<file path="config.mk">
export PLATFORM = sky130hd
export DESIGN_NAME = fetch_ctrl_flat
export DESIGN_NICKNAME = d
export VERILOG_FILES = /design/src/rtl/fetch_ctrl_if.sv /design/src/rtl/fetch_ctrl.sv /design/src/flat_wrapper.sv
export SDC_FILE = /design/constraint.sdc
export NUM_CORES = 1
export LEC_CHECK = 0
export ABC_AREA = 1
export CAP_MARGIN = 20
export CORE_ASPECT_RATIO = 0.5
export CORE_MARGIN = 8
export CORE_UTILIZATION = 41
export CTS_CLUSTER_DIAMETER = 50
export DETAILED_ROUTE_END_ITERATION = 10
export HOLD_SLACK_MARGIN = 0.12
export PLACE_DENSITY = 0.84
export SYNTH_ARGS = -nofsm -noshare
export SYNTH_HDL_FRONTEND = slang
export SYNTH_SLANG_ARGS = --single-unit
</file>
<file path="constraint.sdc">
create_clock -name clk -period 3.5 [get_ports clk]
set_input_delay 0.35 -clock clk [delete_from_list [all_inputs] [get_ports clk]]
set_output_delay 0.35 -clock clk [all_outputs]
set_load 0.01 [all_outputs]
</file>
<file path="src/rtl/fetch_ctrl_if.sv">
// Fetch-side bus between the PC/IF-ID sequencer and its environment.
// The sequencer takes the slave modport; the master side drives hazards, redirects and memory data.
interface fetch_ctrl_if #(
   parameter int CNT_W = 16
);
   logic             stall;
   logic             branch_taken;
   logic [31:0]      branch_target;
   logic             jump;
   logic [31:0]      jump_target;
   logic [31:0]      IMout;
   logic [31:0]      PCout;
   logic [31:0]      IFID_instr;
   logic [31:0]      IFID_pc4;
   logic             IFID_valid;
   logic             halted;
   logic             misalign_err;
   logic [CNT_W-1:0] fetch_count;

   modport master (
      output stall, branch_taken, branch_target, jump, jump_target, IMout,
      input  PCout, IFID_instr, IFID_pc4, IFID_valid, halted, misalign_err, fetch_count
   );

   modport slave (
      input  stall, branch_taken, branch_target, jump, jump_target, IMout,
      output PCout, IFID_instr, IFID_pc4, IFID_valid, halted, misalign_err, fetch_count
   );
endinterface

</file>
<file path="src/rtl/fetch_ctrl.sv">
// Instruction-fetch sequencer: owns the PC and registers IMout into IF/ID one cycle after PCout.
// Stall holds PC and IF/ID; redirects override stall and flush IF; a misaligned target locks ERROR until reset.
module fetch_ctrl #(
   parameter int          IMEM_BYTES = 40,
   parameter logic [31:0] RESET_PC   = 32'h0000_0000,
   parameter int          CNT_W      = 16
) (
   input  logic          clk,
   input  logic          reset,
   fetch_ctrl_if.slave   bus
);
   localparam logic [31:0] LAST_PC = 32'(IMEM_BYTES - 4);

   typedef enum logic [1:0] {
      FETCH = 2'd0,
      HALT  = 2'd1,
      ERROR = 2'd2
   } state_t;

   state_t           r_state, w_state_n;
   logic [31:0]      r_pc, w_pc_n;
   logic [31:0]      r_instr, w_instr_n;
   logic [31:0]      r_pc4, w_pc4_n;
   logic             r_valid, w_valid_n;
   logic             r_halted;
   logic             r_err, w_err_n;
   logic [CNT_W-1:0] r_cnt, w_cnt_n;

   logic [31:0]      w_seq_pc;
   logic             w_redir;
   logic [31:0]      w_tgt;
   logic             w_tgt_mis;
   logic             w_tgt_oob;

   // Branch outranks jump: it belongs to the older instruction in EX.
   assign w_seq_pc  = r_pc + 32'd4;
   assign w_redir   = bus.branch_taken | bus.jump;
   assign w_tgt     = bus.branch_taken ? bus.branch_target : bus.jump_target;
   assign w_tgt_mis = |w_tgt[1:0];
   assign w_tgt_oob = w_tgt > LAST_PC;

   always_ff @(posedge clk) begin
      if (reset) begin
         r_state  <= FETCH;
         r_pc     <= RESET_PC;
         r_instr  <= 32'd0;
         r_pc4    <= 32'd0;
         r_valid  <= 1'b0;
         r_halted <= 1'b0;
         r_err    <= 1'b0;
         r_cnt    <= '0;
      end else begin
         r_state  <= w_state_n;
         r_pc     <= w_pc_n;
         r_instr  <= w_instr_n;
         r_pc4    <= w_pc4_n;
         r_valid  <= w_valid_n;
         r_halted <= (w_state_n == HALT);
         r_err    <= w_err_n;
         r_cnt    <= w_cnt_n;
      end
   end

   always_comb begin
      w_state_n = r_state;
      w_pc_n    = r_pc;
      w_instr_n = r_instr;
      w_pc4_n   = r_pc4;
      w_valid_n = r_valid;
      w_err_n   = r_err;
      w_cnt_n   = r_cnt;

      case (r_state)
         FETCH, HALT: begin
            if (w_redir) begin
               w_valid_n = 1'b0;
               if (w_tgt_mis) begin
                  w_state_n = ERROR;
                  w_err_n   = 1'b1;
               end else begin
                  w_pc_n    = w_tgt;
                  w_state_n = w_tgt_oob ? HALT : FETCH;
               end
            end else if (r_state == HALT) begin
               // Past the image: IMout is meaningless here, so nothing is captured.
               w_valid_n = 1'b0;
            end else if (!bus.stall) begin
               w_instr_n = bus.IMout;
               w_pc4_n   = w_seq_pc;
               w_valid_n = 1'b1;
               w_cnt_n   = r_cnt + 1'b1;
               w_pc_n    = w_seq_pc;
               w_state_n = (w_seq_pc > LAST_PC) ? HALT : FETCH;
            end
         end
         ERROR: begin
            w_valid_n = 1'b0;
         end
         default: begin
            w_state_n = ERROR;
            w_valid_n = 1'b0;
            w_err_n   = 1'b1;
         end
      endcase
   end

   assign bus.PCout        = r_pc;
   assign bus.IFID_instr   = r_instr;
   assign bus.IFID_pc4     = r_pc4;
   assign bus.IFID_valid   = r_valid;
   assign bus.halted       = r_halted;
   assign bus.misalign_err = r_err;
   assign bus.fetch_count  = r_cnt;
endmodule

</file>
<file path="src/flat_wrapper.sv">
// flat-port wrapper written by rule: the top's interface ports become plain ports
module fetch_ctrl_flat 
#(
   parameter int          IMEM_BYTES = 40,
   parameter logic [31:0] RESET_PC   = 32'h0000_0000,
   parameter int          CNT_W      = 16
)
  (clk, reset, bus_stall, bus_branch_taken, bus_branch_target, bus_jump, bus_jump_target, bus_IMout, bus_PCout, bus_IFID_instr, bus_IFID_pc4, bus_IFID_valid, bus_halted, bus_misalign_err, bus_fetch_count);
  fetch_ctrl_if #(.CNT_W(CNT_W)) bus_i ();
  input  logic clk;
  input  logic reset;
  input wire logic [$bits(bus_i.stall)-1:0] bus_stall;
  input wire logic [$bits(bus_i.branch_taken)-1:0] bus_branch_taken;
  input wire logic [$bits(bus_i.branch_target)-1:0] bus_branch_target;
  input wire logic [$bits(bus_i.jump)-1:0] bus_jump;
  input wire logic [$bits(bus_i.jump_target)-1:0] bus_jump_target;
  input wire logic [$bits(bus_i.IMout)-1:0] bus_IMout;
  output wire logic [$bits(bus_i.PCout)-1:0] bus_PCout;
  output wire logic [$bits(bus_i.IFID_instr)-1:0] bus_IFID_instr;
  output wire logic [$bits(bus_i.IFID_pc4)-1:0] bus_IFID_pc4;
  output wire logic [$bits(bus_i.IFID_valid)-1:0] bus_IFID_valid;
  output wire logic [$bits(bus_i.halted)-1:0] bus_halted;
  output wire logic [$bits(bus_i.misalign_err)-1:0] bus_misalign_err;
  output wire logic [$bits(bus_i.fetch_count)-1:0] bus_fetch_count;
  assign bus_i.stall = bus_stall;
  assign bus_i.branch_taken = bus_branch_taken;
  assign bus_i.branch_target = bus_branch_target;
  assign bus_i.jump = bus_jump;
  assign bus_i.jump_target = bus_jump_target;
  assign bus_i.IMout = bus_IMout;
  assign bus_PCout = bus_i.PCout;
  assign bus_IFID_instr = bus_i.IFID_instr;
  assign bus_IFID_pc4 = bus_i.IFID_pc4;
  assign bus_IFID_valid = bus_i.IFID_valid;
  assign bus_halted = bus_i.halted;
  assign bus_misalign_err = bus_i.misalign_err;
  assign bus_fetch_count = bus_i.fetch_count;
  fetch_ctrl #(.IMEM_BYTES(IMEM_BYTES), .RESET_PC(RESET_PC), .CNT_W(CNT_W)) u_core (.clk(clk), .reset(reset), .bus(bus_i));
endmodule
</file>
==> results of run 1 <==
-- path summary, 6_finish.rpt --
| check | cells past startpoint | from | slack [ns] | endpoint |
|---|---|---|---|---|
| max | 12 | u_core.bus.PCout[2] | 1.05 | u_core.r_state[0] |
| min | 2 | u_core.bus.IFID_instr[18] | 0.47 | u_core.bus.IFID_instr[18] |
| max reg2reg | 12 | u_core.bus.PCout[2] | 1.05 | u_core.r_state[0] |
| min reg2reg | 2 | u_core.bus.IFID_instr[18] | 0.47 | u_core.bus.IFID_instr[18] |
-- power groups by stage --
| stage | clock, W | combinational [W] | sequential [W] |
|---|---|---|---|
| after floorplan | 0 | 0.000301 | 0.00152 |
| after global placement | 0 | 0.000667 | 0.00151 |
| after detailed placement | 0 | 0.000677 | 0.00151 |
| after CTS | 0.00186 | 0.000680 | 0.00149 |
| after global routing | 0.00192 | 0.000743 | 0.00150 |
| final | 0.00183 | 0.000682 | 0.00149 |
-- registers in the layout, summed over array words and instances, names as in the netlist --
name	flops
u_core.bus.IFID_valid	1
u_core.bus.PCout	32
u_core.bus.misalign_err	1
u_core.bus.IFID_instr	32
u_core.bus.fetch_count	16
u_core.r_state	2
u_core.bus.IFID_pc4	32
u_core.bus.halted	1
-- worst register-to-register path, delay by kind of cell (launching register included) --
family / cells / cell delay, ns
AND/OR/NAND/NOR: 10 / 1.43
AO/OA/AOI/OAI: 1 / 0.07
adder cells (fa/ha/maj): 1 / 0.30
flip-flops: 1 / 0.53
-- cell type report --
cell class              count  area [µm²]
clock buffers              19       442.9
repair buffers            224        2215
fillers                  1263        5528
diodes                      1       2.502
inverters                  96       360.3
well taps                 198       247.7
flip-flops and latches    117        2342
multi-input cells         645        3158
clock inverters            13       171.4
-- layer usage --
metal | up-vias | wire length, µm | share of wire | global-route usage
li1 | 3354 | - | - | -
met1 | 3132 | 9148 | 0.42 | 0.2833
met2 | 324 | 9871 | 0.45 | 0.3650
met3 | 31 | 2396 | 0.11 | 0.06505
met4 | 0 | 403 | 0.018 | 0.07641
met5 | - | 0 | 0 | 0
-- cell families (layout without fill, tap and decap cells) --
| logic type | after synthesis | after routing | synth area share |
|---|---|---|---|
| adder cells (fa/ha/maj) | 4 | 4 | 0.008258 |
| AO/OA/AOI/OAI | 189 | 189 | 0.1852 |
| XOR/XNOR | 3 | 3 | 0.004336 |
| multiplexers | 8 | 8 | 0.01321 |
| buffers and inverters | 142 | 352 | 0.09249 |
| flip-flops | 117 | 117 | 0.3865 |
| other | 0 | 1 | 0 |
| AND/OR/NAND/NOR | 441 | 441 | 0.3101 |
-- synthesized netlist by cell type (3+ instances only) --
| library cell | n |
|---|---|
| nand3b_1 | 4 |
| o21ai_1 | 7 |
| nor4_1 | 3 |
| o211ai_1 | 12 |
| nand4_1 | 11 |
| nor2_1 | 70 |
| o21ai_0 | 43 |
| o21bai_1 | 10 |
| nand2_2 | 4 |
| buf_4 | 4 |
| ha_1 | 4 |
| inv_2 | 5 |
| inv_1 | 90 |
| nor2_4 | 6 |
| a31oi_1 | 6 |
| dfxtp_1 | 117 |
| clkbuf_1 | 30 |
| nor3_1 | 12 |
| buf_2 | 10 |
| nand3_1 | 34 |
| nand2_1 | 288 |
| a21oi_1 | 81 |
| o21a_1 | 5 |
| mux2i_1 | 8 |
| a221oi_1 | 17 |
-- cells in the final DEF, fill, tap and decap left out, types with 5 or more instances in the layout --
master,count
dfxtp_1,117
o21ai_0,43
nor2_4,6
a21oi_1,81
o211ai_1,12
a221oi_1,17
inv_2,5
a31oi_1,6
clkdlybuf4s50_1,214
nand4_1,11
o21a_1,5
inv_1,90
o21bai_1,10
nor3_1,12
o21ai_1,7
buf_4,9
nor2_1,70
mux2i_1,8
clkbuf_16,17
nand3_1,34
nand2_1,288
-- stage by stage --
stage	utilization	area, µm²
6_report	0.6179	8940
4_1_cts	0.6177	8937
2_1_floorplan	-	6061
5_1_grt	0.6177	8937
3_3_place_gp	0.5753	8323
3_5_place_dp	0.5753	8323
==> run_results.csv, run 1 <==
group,metric,value,unit
run_status,status,"complete, no violations",
power_and_ir_drop,seqPwrFrac,0.372,
detailed_routing,vias_per_cell,5.210,
floorplan,start_util,0.4189,
yosys,yosys.area.top_type,"dfxtp_1",
power_and_ir_drop,powerDensity,448.2,nW/µm²
timing,worst_slack,1.052,ns
timing,fin_crit_sh,0.6996,
floorplan,row_count,31,
finish,layout-drive-gt1-share,0.06104,
yosys,synth_ff_type,"dfxtp_1",
yosys,ys_seq_area_frac,0.3865,
power_and_ir_drop,power,0.004007,W
critical_path,crit_path_max_incr_delay,0.53,ns
global_route,grt_pass1_wl,34.79,mm
critical_path,path_cells,"ha_1 > nand2_1 > nor2_4 > nand3b_1 > nor2_1 > nand3_1 > nand2_1 > nand2_1 > nor2_1 > nand3_1 > nand2_1 > a21oi_1",
timing,finClkSkew,0.008545,ns
timing,layout_min_cycle_time,2.448,ns
floorplan,chipHeight,102.0,µm
clocking,clk_pin_slew,0.06,ns
power_and_ir_drop,p_leak,3.614,nW
yosys,netlist_area,6061,µm²
global_route,grt_pass1_vias,6618,
placement,place_hpwl,16.51,mm
global_route,grt-ovfl-total,0,
critical_path,crit_type,"reg -> reg",
global_route,grt_max_degree,84,
clocking,clock-sinks,117,
clocking,clockBufferDepth,2,
timing,setup_tns,0,ns
timing,rsz0062_at_grt,"false",
floorplan,core-area,14470,µm²
yosys,synth_area_leaders,"dfxtp_1, nand2_1, a21oi_1",
critical_path,critPathMaxFanout,8,
yosys,syn_inst,904,
power_and_ir_drop,p_int,0.002880,W
critical_path,cpMostUsedCell,"nand2_1",
global_route,grtUsageTotal,0.2241,
finish,layout.nets,1206,
finish,instances_no_fill,1313,
critical_path,required,3.79,ns
placement,io_buffers,215,
timing,hold_violations,0,
yosys,synth.avg_cell_area,6.704,µm²
detailed_routing,drt_pass1_iterations,6,
detailed_routing,wire_per_inst,16.62,µm
yosys,ys_warn_count,0,
flow_run,maxCapViolCount,0,
placement,routabilityCongestion,0.9290,
critical_path,critPathBufInv,0,
timing,tightest_slew,1.004,ns
timing,max_freq,408.4,MHz
critical_path,path_delay_family,"simple AND/OR/NAND/NOR gates",
detailed_routing,routed_wl,21.82,mm
critical_path,worstPathArrival,2.74,ns
power_and_ir_drop,irDropWorstVdd,0.2855,mV
clocking,cts_buffers,17,
detailed_routing,antenna_left,0,
power_and_ir_drop,netSwitchingFraction,0.2814,
critical_path,crit_slowest_cell,"dfxtp_1",
detailed_routing,drcViolationCount,0,
yosys,synth.distinct_cells,42,
yosys,synth_seq_cells,117,
detailed_routing,num_vias,6841,
global_route,antenna_found_initial,0,
finish,syn2layout_area_growth,47.50,%
clocking,cts_resized,0,
power_and_ir_drop,pwr-share-comb,0.170,
floorplan,fp.dieArea,19160,µm²
critical_path,startpoint_type,"flip-flop",
clocking,worstSkewPairLatency,0.41,ns
clocking,cts_setup_buffers,0,
yosys,syn_nets,1009,
clocking,clock-root-buffer,"clkbuf_16",
yosys,synth.top_cell.area_share,0.3865,
timing,drv_slew,0,
power_and_ir_drop,switching_power,0.001128,W
placement,place_ws,0.7213,ns
clocking,ctsHtreeMaxLevel,4,
clocking,hold_buffers,0,
placement,placedCellCount,1280,
power_and_ir_drop,clkPwrFrac,0.458,
yosys,synth_edf_count,0,
timing,setup_violations,0,
timing,hold_ws,0.4653,ns
critical_path,crit_path_end_kind,"flip-flop",
yosys,async_flop_share,0,
floorplan,io_pins,216,
worst_hold_path,min_path_type,"reg -> reg",
detailed_routing,drt-initial-drc-count,652,
floorplan,die_w,187.9,µm
clocking,cts_tree,"done",
timing,slew_headroom,0.3297,
No activity file was read; power rests on OpenSTA's default activity.
==> run 2, diff against run 1 <==
--- a/config.mk
+++ b/config.mk
@@ -13,7 +13,7 @@
 export CTS_CLUSTER_DIAMETER = 50
 export DETAILED_ROUTE_END_ITERATION = 10
 export HOLD_SLACK_MARGIN = 0.12
-export PLACE_DENSITY = 0.84
+export PLACE_DENSITY = 0.87
 export SYNTH_ARGS = -nofsm -noshare
 export SYNTH_HDL_FRONTEND = slang
 export SYNTH_SLANG_ARGS = --single-unit
==> constraint.sdc (replaced) <==
create_clock -name clk -period 2.2 [get_ports clk]
set_input_delay 0.22 -clock clk [delete_from_list [all_inputs] [get_ports clk]]
set_output_delay 0.22 -clock clk [all_outputs]
set_load 0.01 [all_outputs]
==> run 2 against run 1 <==
Via count is 3.9% higher. Combinational power rose by 80%. Cell area is 4.9% higher. Clock power increased by 66%. Hold slack worse by 0.28 ns. Setup slack got worse by 0.86 ns. Count of clock-buffer cells in the layout unchanged. Largest power group unchanged. Highest routed layer unchanged.
==> run_results.csv, run 2 (synthesis gave the netlist of run 1 again) <==
group,metric,value,unit
power_and_ir_drop,pwr-share-comb,0.186,
detailed_routing,antenna_left,0,
timing,drv_slew,0,
clocking,cts_buffers,17,
power_and_ir_drop,switching_power,0.001845,W
clocking,clockBufferDepth,2,
timing,fin_crit_sh,0.9124,
floorplan,row_count,31,
timing,slew_headroom,0.6785,
timing,rsz0062_at_grt,"false",
flow_run,maxCapViolCount,0,
global_route,grtUsageTotal,0.2428,
clocking,hold_buffers,0,
detailed_routing,num_vias,7105,
clocking,cts_tree,"done",
detailed_routing,vias_per_cell,5.232,
finish,layout.nets,1252,
power_and_ir_drop,p_int,0.004783,W
finish,syn2layout_area_growth,54.73,%
global_route,grt-ovfl-total,0,
global_route,grt_pass1_wl,37.37,mm
critical_path,required,2.50,ns
critical_path,critPathMaxFanout,7,
finish,diodes,0,
global_route,antenna_found_initial,0,
detailed_routing,wire_per_inst,17.48,µm
global_route,grt_max_degree,59,
power_and_ir_drop,clkPwrFrac,0.458,
critical_path,crit_path_max_incr_delay,0.49,ns
floorplan,chipHeight,102.0,µm
finish,regArea,2349,µm²
placement,place_hpwl,18.13,mm
power_and_ir_drop,netSwitchingFraction,0.2784,
timing,finClkSkew,0.006623,ns
finish,layout_common_cells,"nand2_1, clkdlybuf4s50_1, dfxtp_1, inv_1, a21oi_1",
detailed_routing,drt-initial-drc-count,819,
finish,final_common_cell,"nand2_1",
clocking,clock-sinks,117,
detailed_routing,drcViolationCount,0,
critical_path,crit_slowest_cell,"dfxtp_1",
timing,setup_violations,0,
floorplan,start_util,0.4189,
floorplan,core-area,14470,µm²
placement,place_ws,-0.05377,ns
detailed_routing,routed_wl,23.74,mm
timing,setup_tns,0,ns
run_status,status,"complete, no violations",
power_and_ir_drop,seqPwrFrac,0.356,
finish,layout-drive-gt1-share,0.1069,
critical_path,path_cells,"nand2_2 > nor2_4 > nand2_4 > inv_1 > nand3_1 > nand2_2 > nand2_1 > nor2_1 > nand2_1 > nor2_1 > nand3_2 > nand2_1 > a21oi_1",
detailed_routing,drt_pass1_iterations,5,
power_and_ir_drop,irDropWorstVdd,0.5286,mV
critical_path,startpoint_type,"flip-flop",
clocking,clock-root-buffer,"clkbuf_16",
floorplan,io_pins,216,
critical_path,crit_type,"reg -> reg",
placement,io_buffers,215,
timing,tightest_slew,0.4823,ns
global_route,grt_pass1_vias,6955,
timing,worst_slack,0.1928,ns
finish,nFillCells,1223,
critical_path,critPathBufInv,1,
clocking,ctsHtreeMaxLevel,4,
power_and_ir_drop,powerDensity,706.8,nW/µm²
critical_path,path_delay_family,"simple AND/OR/NAND/NOR gates",
clocking,clk_pin_slew,0.06,ns
timing,hold_violations,0,
timing,layout_min_cycle_time,2.007,ns
critical_path,crit_path_end_kind,"flip-flop",
floorplan,die_w,187.9,µm
finish,multi_input_area,3183,µm²
worst_hold_path,min_path_type,"in -> reg",
power_and_ir_drop,p_leak,3.864,nW
placement,routabilityCongestion,0.9743,
critical_path,worstPathArrival,2.31,ns
floorplan,fp.dieArea,19160,µm²
timing,max_freq,498.2,MHz
clocking,worstSkewPairLatency,0.42,ns
critical_path,cpMostUsedCell,"nand2_1",
==> run 2: cell count changes in the layout (fill, tap and decap cells not counted), moves of 2 or more <==
cell	change
inv_6	-2
nand2_1	-2
buf_12	+3
dfxtp_1	-5
buf_4	+43
dfxtp_2	+5
nand2_2	+2
==> run 2: stage by stage <==
step	std cells	cell area [µm²]	total power [W]	hold WS [ns]	utilization
5_1_grt	1358	9378	0.006852	0.1935	0.6482
3_3_place_gp	1325	8698	0.003580	0.4506	0.6012
6_report	1358	9378	0.006628	0.1807	0.6482
2_1_floorplan	904	6061	0.002897	0.3646	-
4_1_cts	1357	9339	0.006611	0.1732	0.6455
3_5_place_dp	1325	8698	0.003595	0.4559	0.6012
==> run 2: final timing paths <==
kind                                                start                    endpoint  slack, ns  cells after the start
worst max-delay path                  u_core.bus.PCout[5]           u_core.r_state[0]       0.19                     13
worst min-delay path                                reset  u_core.bus.fetch_count[13]       0.18                      2
worst max register to register        u_core.bus.PCout[5]           u_core.r_state[0]       0.19                     13
worst min register to register  u_core.bus.IFID_instr[13]   u_core.bus.IFID_instr[13]       0.46                      2
==> run 2: power by group through the flow <==
stage	Sequential (W)	Clock, W	Combinational (W)
global route	0.00237	0.00315	0.00133
CTS	0.00235	0.00305	0.00121
finish	0.00236	0.00304	0.00123
global placement	0.00239	0	0.00119
detailed placement	0.00239	0	0.00120
floorplan	0.00242	0	0.000480
==> run 2: worst register-to-register path, stage by stage (launching register included) <==
cell and delay [ns]:
dfxtp_1 0.49, nand2_2 0.14, nor2_4 0.17, nand2_4 0.10, inv_1 0.08, nand3_1 0.11, nand2_2 0.14, nand2_1 0.06
nor2_1 0.11, nand2_1 0.09, nor2_1 0.14, nand3_2 0.11, nand2_1 0.09, a21oi_1 0.06
==> run 2: timing repair <==
item                       CTS  global route
setup endpoints to repair    0             2
gates resized for setup      0            11
setup buffers                0             1
==> run 2: cell type report <==
type	count	share of cell area
clock buffers	19	0.04723
clock inverters	13	0.02108
well taps	198	0.02642
repair buffers	270	0.2770
inverters	96	0.03843
flip-flops and latches	117	0.2504
multi-input cells	645	0.3394
==> run 2: routing by layer <==
metal | vias up | share of wire | GRT usage
met4 | 0 | 0.026 | 0.09206
met1 | 3250 | 0.43 | 0.3104
li1 | 3438 | - | -
met3 | 44 | 0.10 | 0.06846
met5 | - | 0 | 0
met2 | 373 | 0.44 | 0.3879
